$ cat src/rtl/sao_pkg.sv
// Shared types and constants for the SAO LCU sequencing controller.
package sao_pkg;

    localparam int IMG_W  = 128;
    localparam int ADDR_W = 14;

    typedef enum logic [1:0] {
        LCU_16  = 2'd0,
        LCU_32  = 2'd1,
        LCU_64  = 2'd2,
        LCU_RSV = 2'd3
    } lcu_size_e;

    typedef enum logic [2:0] {
        IDLE,
        LOAD,
        PROC,
        DRAIN,
        DONE
    } state_e;

    // Reserved size code falls back to the 16x16 geometry.
    function automatic logic [2:0] size_log2(input logic [1:0] size);
        case (lcu_size_e'(size))
            LCU_32:  return 3'd5;
            LCU_64:  return 3'd6;
            default: return 3'd4;
        endcase
    endfunction

endpackage

$ cat src/rtl/sao_lcu_ctrl_if.sv
// Streaming input, LCU buffer, datapath issue and golden SRAM write signals.
interface sao_lcu_ctrl_if #(
    parameter int ADDR_W = sao_pkg::ADDR_W
);
    logic              in_en;
    logic [2:0]        lcu_x;
    logic [2:0]        lcu_y;
    logic [1:0]        lcu_size;
    logic              busy;
    logic              finish;
    logic              cfg_load;
    logic              buf_we;
    logic [11:0]       buf_waddr;
    logic              proc_valid;
    logic [11:0]       proc_idx;
    logic [5:0]        proc_px;
    logic [5:0]        proc_py;
    logic              sram_we;
    logic [ADDR_W-1:0] sram_addr;

    modport master (
        output in_en, lcu_x, lcu_y, lcu_size,
        input  busy, finish, cfg_load, buf_we, buf_waddr,
               proc_valid, proc_idx, proc_px, proc_py, sram_we, sram_addr
    );

    modport slave (
        input  in_en, lcu_x, lcu_y, lcu_size,
        output busy, finish, cfg_load, buf_we, buf_waddr,
               proc_valid, proc_idx, proc_px, proc_py, sram_we, sram_addr
    );
endinterface

$ cat src/rtl/sao_addr_gen.sv
// Golden SRAM address generation plus the datapath-latency delay line.
module sao_addr_gen
    import sao_pkg::*;
#(
    parameter int IMG_W    = sao_pkg::IMG_W,
    parameter int ADDR_W   = sao_pkg::ADDR_W,
    parameter int PIPE_LAT = 2
) (
    input  logic              clk,
    input  logic              reset,
    input  logic [2:0]        cfg_x,
    input  logic [2:0]        cfg_y,
    input  logic [1:0]        cfg_size,
    input  logic              valid_in,
    input  logic [5:0]        px,
    input  logic [5:0]        py,
    output logic              sram_we,
    output logic [ADDR_W-1:0] sram_addr,
    output logic              pending
);
    logic [2:0]        lg;
    logic [31:0]       lmax, lx, ly, row, col;
    logic [ADDR_W-1:0] addr_c;

    logic              vld_q [PIPE_LAT];
    logic [ADDR_W-1:0] adr_q [PIPE_LAT];

    always_comb begin
        lg     = size_log2(cfg_size);
        lmax   = (32'(IMG_W) >> lg) - 32'd1;
        lx     = 32'(cfg_x) & lmax;
        ly     = 32'(cfg_y) & lmax;
        row    = (ly << lg) + 32'(py);
        col    = (lx << lg) + 32'(px);
        addr_c = ADDR_W'(row * 32'(IMG_W) + col);
    end

    always_ff @(posedge clk or posedge reset) begin
        if (reset) begin
            for (int unsigned i = 0; i < PIPE_LAT; i++) begin
                vld_q[i] <= 1'b0;
                adr_q[i] <= '0;
            end
        end else begin
            vld_q[0] <= valid_in;
            adr_q[0] <= addr_c;
            for (int unsigned i = 1; i < PIPE_LAT; i++) begin
                vld_q[i] <= vld_q[i-1];
                adr_q[i] <= adr_q[i-1];
            end
        end
    end

    // Ignores the last stage: it leaves the line on the coming edge.
    always_comb begin
        pending = valid_in;
        for (int unsigned i = 0; i + 1 < PIPE_LAT; i++) begin
            pending = pending | vld_q[i];
        end
    end

    assign sram_we   = vld_q[PIPE_LAT-1];
    assign sram_addr = adr_q[PIPE_LAT-1];

endmodule

$ cat src/rtl/sao_lcu_ctrl.sv
// LCU load / process / drain sequencer for the SAO filter datapath.
module sao_lcu_ctrl
    import sao_pkg::*;
#(
    parameter int IMG_W    = sao_pkg::IMG_W,
    parameter int ADDR_W   = sao_pkg::ADDR_W,
    parameter int PIPE_LAT = 2
) (
    input  logic          clk,
    input  logic          reset,
    sao_lcu_ctrl_if.slave bus
);
    state_e      state;
    logic [11:0] cnt;
    logic [2:0]  cfg_x, cfg_y;
    logic [1:0]  cfg_size;
    logic        busy_q, finish_q, cfg_load_q, buf_we_q, proc_valid_q;
    logic [11:0] buf_waddr_q, proc_idx_q;
    logic [5:0]  proc_px_q, proc_py_q;

    logic [2:0]  lg, lmax;
    logic [11:0] last_idx, smask;
    logic        last_lcu, pending;

    always_comb begin
        lg       = size_log2(cfg_size);
        last_idx = 12'((32'd1 << (2 * 32'(lg))) - 32'd1);
        smask    = 12'((32'd1 << lg) - 32'd1);
        lmax     = 3'((32'(IMG_W) >> lg) - 32'd1);
        last_lcu = ((cfg_x & lmax) == lmax) && ((cfg_y & lmax) == lmax);
    end

    always_ff @(posedge clk or posedge reset) begin
        if (reset) begin
            state        <= IDLE;
            cnt          <= '0;
            cfg_x        <= '0;
            cfg_y        <= '0;
            cfg_size     <= '0;
            busy_q       <= 1'b0;
            finish_q     <= 1'b0;
            cfg_load_q   <= 1'b0;
            buf_we_q     <= 1'b0;
            buf_waddr_q  <= '0;
            proc_valid_q <= 1'b0;
            proc_idx_q   <= '0;
            proc_px_q    <= '0;
            proc_py_q    <= '0;
        end else begin
            cfg_load_q   <= 1'b0;
            buf_we_q     <= 1'b0;
            proc_valid_q <= 1'b0;
            case (state)
                IDLE: begin
                    busy_q <= 1'b0;
                    if (bus.in_en) begin
                        buf_we_q    <= 1'b1;
                        buf_waddr_q <= '0;
                        cfg_load_q  <= 1'b1;
                        cfg_x       <= bus.lcu_x;
                        cfg_y       <= bus.lcu_y;
                        cfg_size    <= bus.lcu_size;
                        cnt         <= 12'd1;
                        state       <= LOAD;
                    end
                end
                LOAD: begin
                    if (bus.in_en) begin
                        buf_we_q    <= 1'b1;
                        buf_waddr_q <= cnt;
                        if (cnt == last_idx) begin
                            cnt    <= '0;
                            busy_q <= 1'b1;
                            state  <= PROC;
                        end else begin
                            cnt <= cnt + 12'd1;
                        end
                    end
                end
                PROC: begin
                    proc_valid_q <= 1'b1;
                    proc_idx_q   <= cnt;
                    proc_px_q    <= 6'(cnt & smask);
                    proc_py_q    <= 6'(cnt >> lg);
                    if (cnt == last_idx) begin
                        cnt   <= '0;
                        state <= DRAIN;
                    end else begin
                        cnt <= cnt + 12'd1;
                    end
                end
                DRAIN: begin
                    if (!pending) begin
                        if (last_lcu) begin
                            finish_q <= 1'b1;
                            state    <= DONE;
                        end else begin
                            busy_q <= 1'b0;
                            state  <= IDLE;
                        end
                    end
                end
                DONE: begin
                    busy_q   <= 1'b1;
                    finish_q <= 1'b1;
                end
                default: state <= IDLE;
            endcase
        end
    end

    sao_addr_gen #(
        .IMG_W   (IMG_W),
        .ADDR_W  (ADDR_W),
        .PIPE_LAT(PIPE_LAT)
    ) u_addr_gen (
        .clk      (clk),
        .reset    (reset),
        .cfg_x    (cfg_x),
        .cfg_y    (cfg_y),
        .cfg_size (cfg_size),
        .valid_in (proc_valid_q),
        .px       (proc_px_q),
        .py       (proc_py_q),
        .sram_we  (bus.sram_we),
        .sram_addr(bus.sram_addr),
        .pending  (pending)
    );

    assign bus.busy       = busy_q;
    assign bus.finish     = finish_q;
    assign bus.cfg_load   = cfg_load_q;
    assign bus.buf_we     = buf_we_q;
    assign bus.buf_waddr  = buf_waddr_q;
    assign bus.proc_valid = proc_valid_q;
    assign bus.proc_idx   = proc_idx_q;
    assign bus.proc_px    = proc_px_q;
    assign bus.proc_py    = proc_py_q;

endmodule

$ cat src/flat_wrapper.sv
// flat-port wrapper written by rule: the top's interface ports become plain ports
module sao_lcu_ctrl_flat import sao_pkg::*;
#(
    parameter int IMG_W    = sao_pkg::IMG_W,
    parameter int ADDR_W   = sao_pkg::ADDR_W,
    parameter int PIPE_LAT = 2
)
  (clk, reset, bus_in_en, bus_lcu_x, bus_lcu_y, bus_lcu_size, bus_busy, bus_finish, bus_cfg_load, bus_buf_we, bus_buf_waddr, bus_proc_valid, bus_proc_idx, bus_proc_px, bus_proc_py, bus_sram_we, bus_sram_addr);
  sao_lcu_ctrl_if #(.ADDR_W(ADDR_W)) bus_i ();
  input  logic clk;
  input  logic reset;
  input wire logic [$bits(bus_i.in_en)-1:0] bus_in_en;
  input wire logic [$bits(bus_i.lcu_x)-1:0] bus_lcu_x;
  input wire logic [$bits(bus_i.lcu_y)-1:0] bus_lcu_y;
  input wire logic [$bits(bus_i.lcu_size)-1:0] bus_lcu_size;
  output wire logic [$bits(bus_i.busy)-1:0] bus_busy;
  output wire logic [$bits(bus_i.finish)-1:0] bus_finish;
  output wire logic [$bits(bus_i.cfg_load)-1:0] bus_cfg_load;
  output wire logic [$bits(bus_i.buf_we)-1:0] bus_buf_we;
  output wire logic [$bits(bus_i.buf_waddr)-1:0] bus_buf_waddr;
  output wire logic [$bits(bus_i.proc_valid)-1:0] bus_proc_valid;
  output wire logic [$bits(bus_i.proc_idx)-1:0] bus_proc_idx;
  output wire logic [$bits(bus_i.proc_px)-1:0] bus_proc_px;
  output wire logic [$bits(bus_i.proc_py)-1:0] bus_proc_py;
  output wire logic [$bits(bus_i.sram_we)-1:0] bus_sram_we;
  output wire logic [$bits(bus_i.sram_addr)-1:0] bus_sram_addr;
  assign bus_i.in_en = bus_in_en;
  assign bus_i.lcu_x = bus_lcu_x;
  assign bus_i.lcu_y = bus_lcu_y;
  assign bus_i.lcu_size = bus_lcu_size;
  assign bus_busy = bus_i.busy;
  assign bus_finish = bus_i.finish;
  assign bus_cfg_load = bus_i.cfg_load;
  assign bus_buf_we = bus_i.buf_we;
  assign bus_buf_waddr = bus_i.buf_waddr;
  assign bus_proc_valid = bus_i.proc_valid;
  assign bus_proc_idx = bus_i.proc_idx;
  assign bus_proc_px = bus_i.proc_px;
  assign bus_proc_py = bus_i.proc_py;
  assign bus_sram_we = bus_i.sram_we;
  assign bus_sram_addr = bus_i.sram_addr;
  sao_lcu_ctrl #(.IMG_W(IMG_W), .ADDR_W(ADDR_W), .PIPE_LAT(PIPE_LAT)) u_core (.clk(clk), .reset(reset), .bus(bus_i));
endmodule
$ cat config.mk
export PLATFORM = sky130hd
export DESIGN_NAME = sao_lcu_ctrl_flat
export DESIGN_NICKNAME = d
export VERILOG_FILES = /design/src/rtl/sao_pkg.sv /design/src/rtl/sao_lcu_ctrl_if.sv /design/src/rtl/sao_addr_gen.sv /design/src/rtl/sao_lcu_ctrl.sv /design/src/flat_wrapper.sv
export SDC_FILE = /design/constraint.sdc
export NUM_CORES = 1
export LEC_CHECK = 0
export BUFFER_PORTS_ARGS = -buffer_cell sky130_fd_sc_hd__buf_2
export CAP_MARGIN = 0
export CORE_AREA = 3 3 111 113
export CTS_BUF_LIST = sky130_fd_sc_hd__clkbuf_4 sky130_fd_sc_hd__clkbuf_8 sky130_fd_sc_hd__clkbuf_16
export CTS_CLUSTER_SIZE = 10
export DETAILED_ROUTE_END_ITERATION = 8
export DIE_AREA = 0 0 114 116
export GPL_ROUTABILITY_DRIVEN = 0
export HOLD_SLACK_MARGIN = 0.12
export PLACE_DENSITY = 0.6
export SLEW_MARGIN = 10
export SYNTH_ARGS = -nofsm -noshare
export SYNTH_HDL_FRONTEND = slang
export SYNTH_SLANG_ARGS = --single-unit
export TNS_END_PERCENT = 1
$ cat constraint.sdc
create_clock -name clk -period 7.8 [get_ports clk]
set_input_delay 0.78 -clock clk [delete_from_list [all_inputs] [get_ports clk]]
set_output_delay 0.78 -clock clk [all_outputs]
set_load 0.005 [all_outputs]
==> metrics.txt <==
Avg WL per Cell=14.7 um; endpoint class of the critical path=flop; TNS Setup=0 ns; Final nets=462; Async S/R FF share, synth=1.00; fraction of layout cells with a size suffix above 1=0.225; met1 WL=4110 um; Worst Max-Slew Pin Slew=0.800 ns; sequential group share of total power=0.444; Relative slew margins=0.467; mapped cell area=4170 sq um; area grow syn2layout=14.1%; largest area contributor in the netlist=dfrtp_1; Clock Sinks=90; Initial Util=0.365; GRT Total Usage=0.136; Mapped Nets=428; FP Rows=39; Worst Setup SP=u_core.cfg_size[1]$_DFFE_PP0P_; Avg Inst Size Synth=between 10 and 15 sq um; CP Data Arrival Time=2.91 ns; initial antenna violation count=0; cell area power density=~320 nW/um^2; Post CTS Setup Buffer Count=0; hold_ws=0.347 ns; RR Endpoint=u_core.u_addr_gen.adr_q[26]$_DFF_PP0_; metal2 WL=4010 um; Area contributors post-synth=dfrtp_1 (54%), nand2_1 (7.5%), buf_4 (4.3%); static leakage=2.37 nW; Synth Warn #=0; flops & latches, synth=90; Final ANT Viol Nets=0; number of port buffers=66; Root Buffer=clkbuf_16; post-synthesis sequential area ratio=0.541; internal reg-to-reg setup slack=between 5 and 6 ns; Post-Syn Instances=405; HPWL Detailed=about 6000 um; Worst-path clk slew=0.06 ns; crit-path max FO=14; number of synthesized flops with an enable pin=0; Vias per Instance=4.85; CTS tree=built; Critical Path RT=8.02 ns; routed vias=roughly 2800; Setup crit start kind=flop; number of max-cap violations=0; diode count=0; Final Max Tran Viols=0; final instance area=4750 sq um; largest net degree at the start of global routing=52; RSZ-0062 raised after global routing=false; top routing layer used=met4; die width=around 110 um; # H-tree levels=3; Final Setup Violations=0; DRC=0; ys flop type=dfrtp_1; status=complete, no violations; fmax=~370 MHz; Clock power frac=0.309; reg2reg path depth=9; vias in the first global route=between 2000 and 3000; P_int=0.00106 W; fin crit period=roughly 2.7 ns; Iter 0 DRT Violations=102; Area after DPL=4420 sq um; Distinct cells, synth=52; clk buf depth=2; global-route wire length before repair=14100 um; final core utilization=0.416; Net Sw Power=between 0.0004 and 0.0005 W; Overflow after GRT=0; post-cts hold buffer count=0; area share of the largest cell type after synthesis=0.541; die area=13200 sq um; Fin Clk Skew=0.00987 ns; met3 WL=351 um; hold crit path type=reg -> reg; fin crit share=0.345; CTS buffer count=9; final wirelength=8600 um; Die Ht=approximately 120 um; DRT Pass-1 Iters=4; Sw Share=0.309; Hold Crit Depth=0; final hold vios=0; CTS-repair resized insts=0; # IOs=67; r2r startpoint=u_core.cfg_size[1]$_DFFE_PP0P_; core area=11400 sq um; crit path capture=u_core.u_addr_gen.adr_q[26]$_DFF_PP0_; Max VDD drop=0.135 mV; Clk Latency, worst-skew pair=0.34 ns; Logic pwr share=0.247; Crit Path Category=reg -> reg; Fillers=1124
## power by group through the flow
stage / Combinational [W] / Sequential (W) / Clock [W]
after CTS: 0.000385 / 0.000684 / 0.000485
after global placement: 0.000374 / 0.000687 / 0
final: 0.000380 / 0.000683 / 0.000476
after detailed placement: 0.000381 / 0.000693 / 0
after floorplan: 0.000338 / 0.000645 / 0
after global routing: 0.000435 / 0.000700 / 0.000507
## through the flow
stage / setup WS [ns] / std cells / total power (W)
after floorplan: 4.68 / 405 / 0.000982
after global routing: 4.90 / 587 / 0.00164
after detailed placement: 5.12 / 571 / 0.00107
after CTS: 5.09 / 587 / 0.00155
after global placement: 5.22 / 571 / 0.00106
final: 5.11 / 587 / 0.00154
## critical path: stages, from the launching register on
cell      delay (ns)
dfrtp_1         0.38
inv_1           0.10
ha_1            0.52
mux2i_1         0.14
or2_2           0.32
fa_1            0.47
nand4b_1        0.20
o21ai_1         0.20
nand3_1         0.12
xnor2_1         0.14
## synth_stat cells, types with 8 or more instances
master    instances
buf_2            10
buf_4            24
ha_1             10
clkbuf_1         11
xor2_1            9
nand2_1          83
xnor2_1           8
nor2_1           20
o21ai_0          27
inv_1            12
mux2i_1           8
a21oi_1          13
dfrtp_1          90
## per-layer routing
layer,vias up,global-route usage
met5,-,0
met4,0,0.0475
met3,10,0.0329
met2,54,0.210
met1,1384,0.188
li1,1400,-
## registers in the layout (all words and copies together), names as in the netlist, 2 cells and up
name and cells:
u_core.u_addr_gen.adr_q 14, u_core.u_addr_gen.sram_addr 14, u_core.bus.buf_waddr 12, u_core.cnt 12
u_core.bus.proc_idx 8, u_core.bus.proc_px 6, u_core.bus.proc_py 6, u_core.cfg_x 3
u_core.cfg_y 3, u_core.state 3, u_core.cfg_size 2
## cell type report
type | instances | area [sq um] | share of cell area
clock buffers | 12 | 260 | 0.0547
clock inverters | 4 | 73.8 | 0.0155
inverters | 12 | 46.3 | 0.00974
multi-input cells | 258 | 1600 | 0.336
flip-flops and latches | 90 | 2250 | 0.474
well taps | 143 | 179 | 0.0376
repair buffers | 68 | 345 | 0.0726
## worst min path at each step
stage / startpoint / endpoint
after global placement: u_core.u_addr_gen.adr_q[15]$_DFF_PP0_ / u_core.u_addr_gen.sram_addr[1]$_DFF_PP0_
after detailed placement: u_core.u_addr_gen.adr_q[16]$_DFF_PP0_ / u_core.u_addr_gen.sram_addr[2]$_DFF_PP0_
after CTS: u_core.u_addr_gen.adr_q[19]$_DFF_PP0_ / u_core.u_addr_gen.sram_addr[5]$_DFF_PP0_
final: u_core.u_addr_gen.adr_q[16]$_DFF_PP0_ / u_core.u_addr_gen.sram_addr[2]$_DFF_PP0_
after global routing: u_core.u_addr_gen.adr_q[23]$_DFF_PP0_ / u_core.u_addr_gen.sram_addr[9]$_DFF_PP0_
after floorplan: u_core.u_addr_gen.adr_q[14]$_DFF_PP0_ / u_core.u_addr_gen.sram_addr[0]$_DFF_PP0_
## cell usage in the layout (no fill, tap or decap), types with 3 or more instances in the layout
| cell | n |
|---|---|
| dfrtp_1 | 90 |
| a21oi_1 | 13 |
| nand3b_1 | 3 |
| mux2_2 | 5 |
| xnor2_1 | 8 |
| nand2b_1 | 7 |
| xor2_1 | 9 |
| nand4_1 | 5 |
| ha_1 | 10 |
| clkbuf_16 | 9 |
| nor3b_1 | 4 |
| mux2_1 | 3 |
| nor3_1 | 5 |
| buf_2 | 66 |
| nand3_1 | 7 |
| a21o_1 | 4 |
| nand2_1 | 83 |
| o21ai_0 | 27 |
| mux2i_1 | 8 |
| inv_1 | 11 |
| or2_2 | 3 |
| nor2_1 | 20 |
## cell families (layout without fill, tap and decap cells)
logic type                 Yosys count  in the layout  share of synthesized area
adders and majority gates           12             12                     0.0396
buffers and inverters               57             96                     0.0760
AOI/OAI and AO/OA                   61             61                     0.0910
and+or+nand+nor                    152            152                      0.176
DFF                                 90             90                      0.541
xor gates and xnor gates            17             17                     0.0357
muxes                               16             16                     0.0408
(Power assumes the default switching activity.)
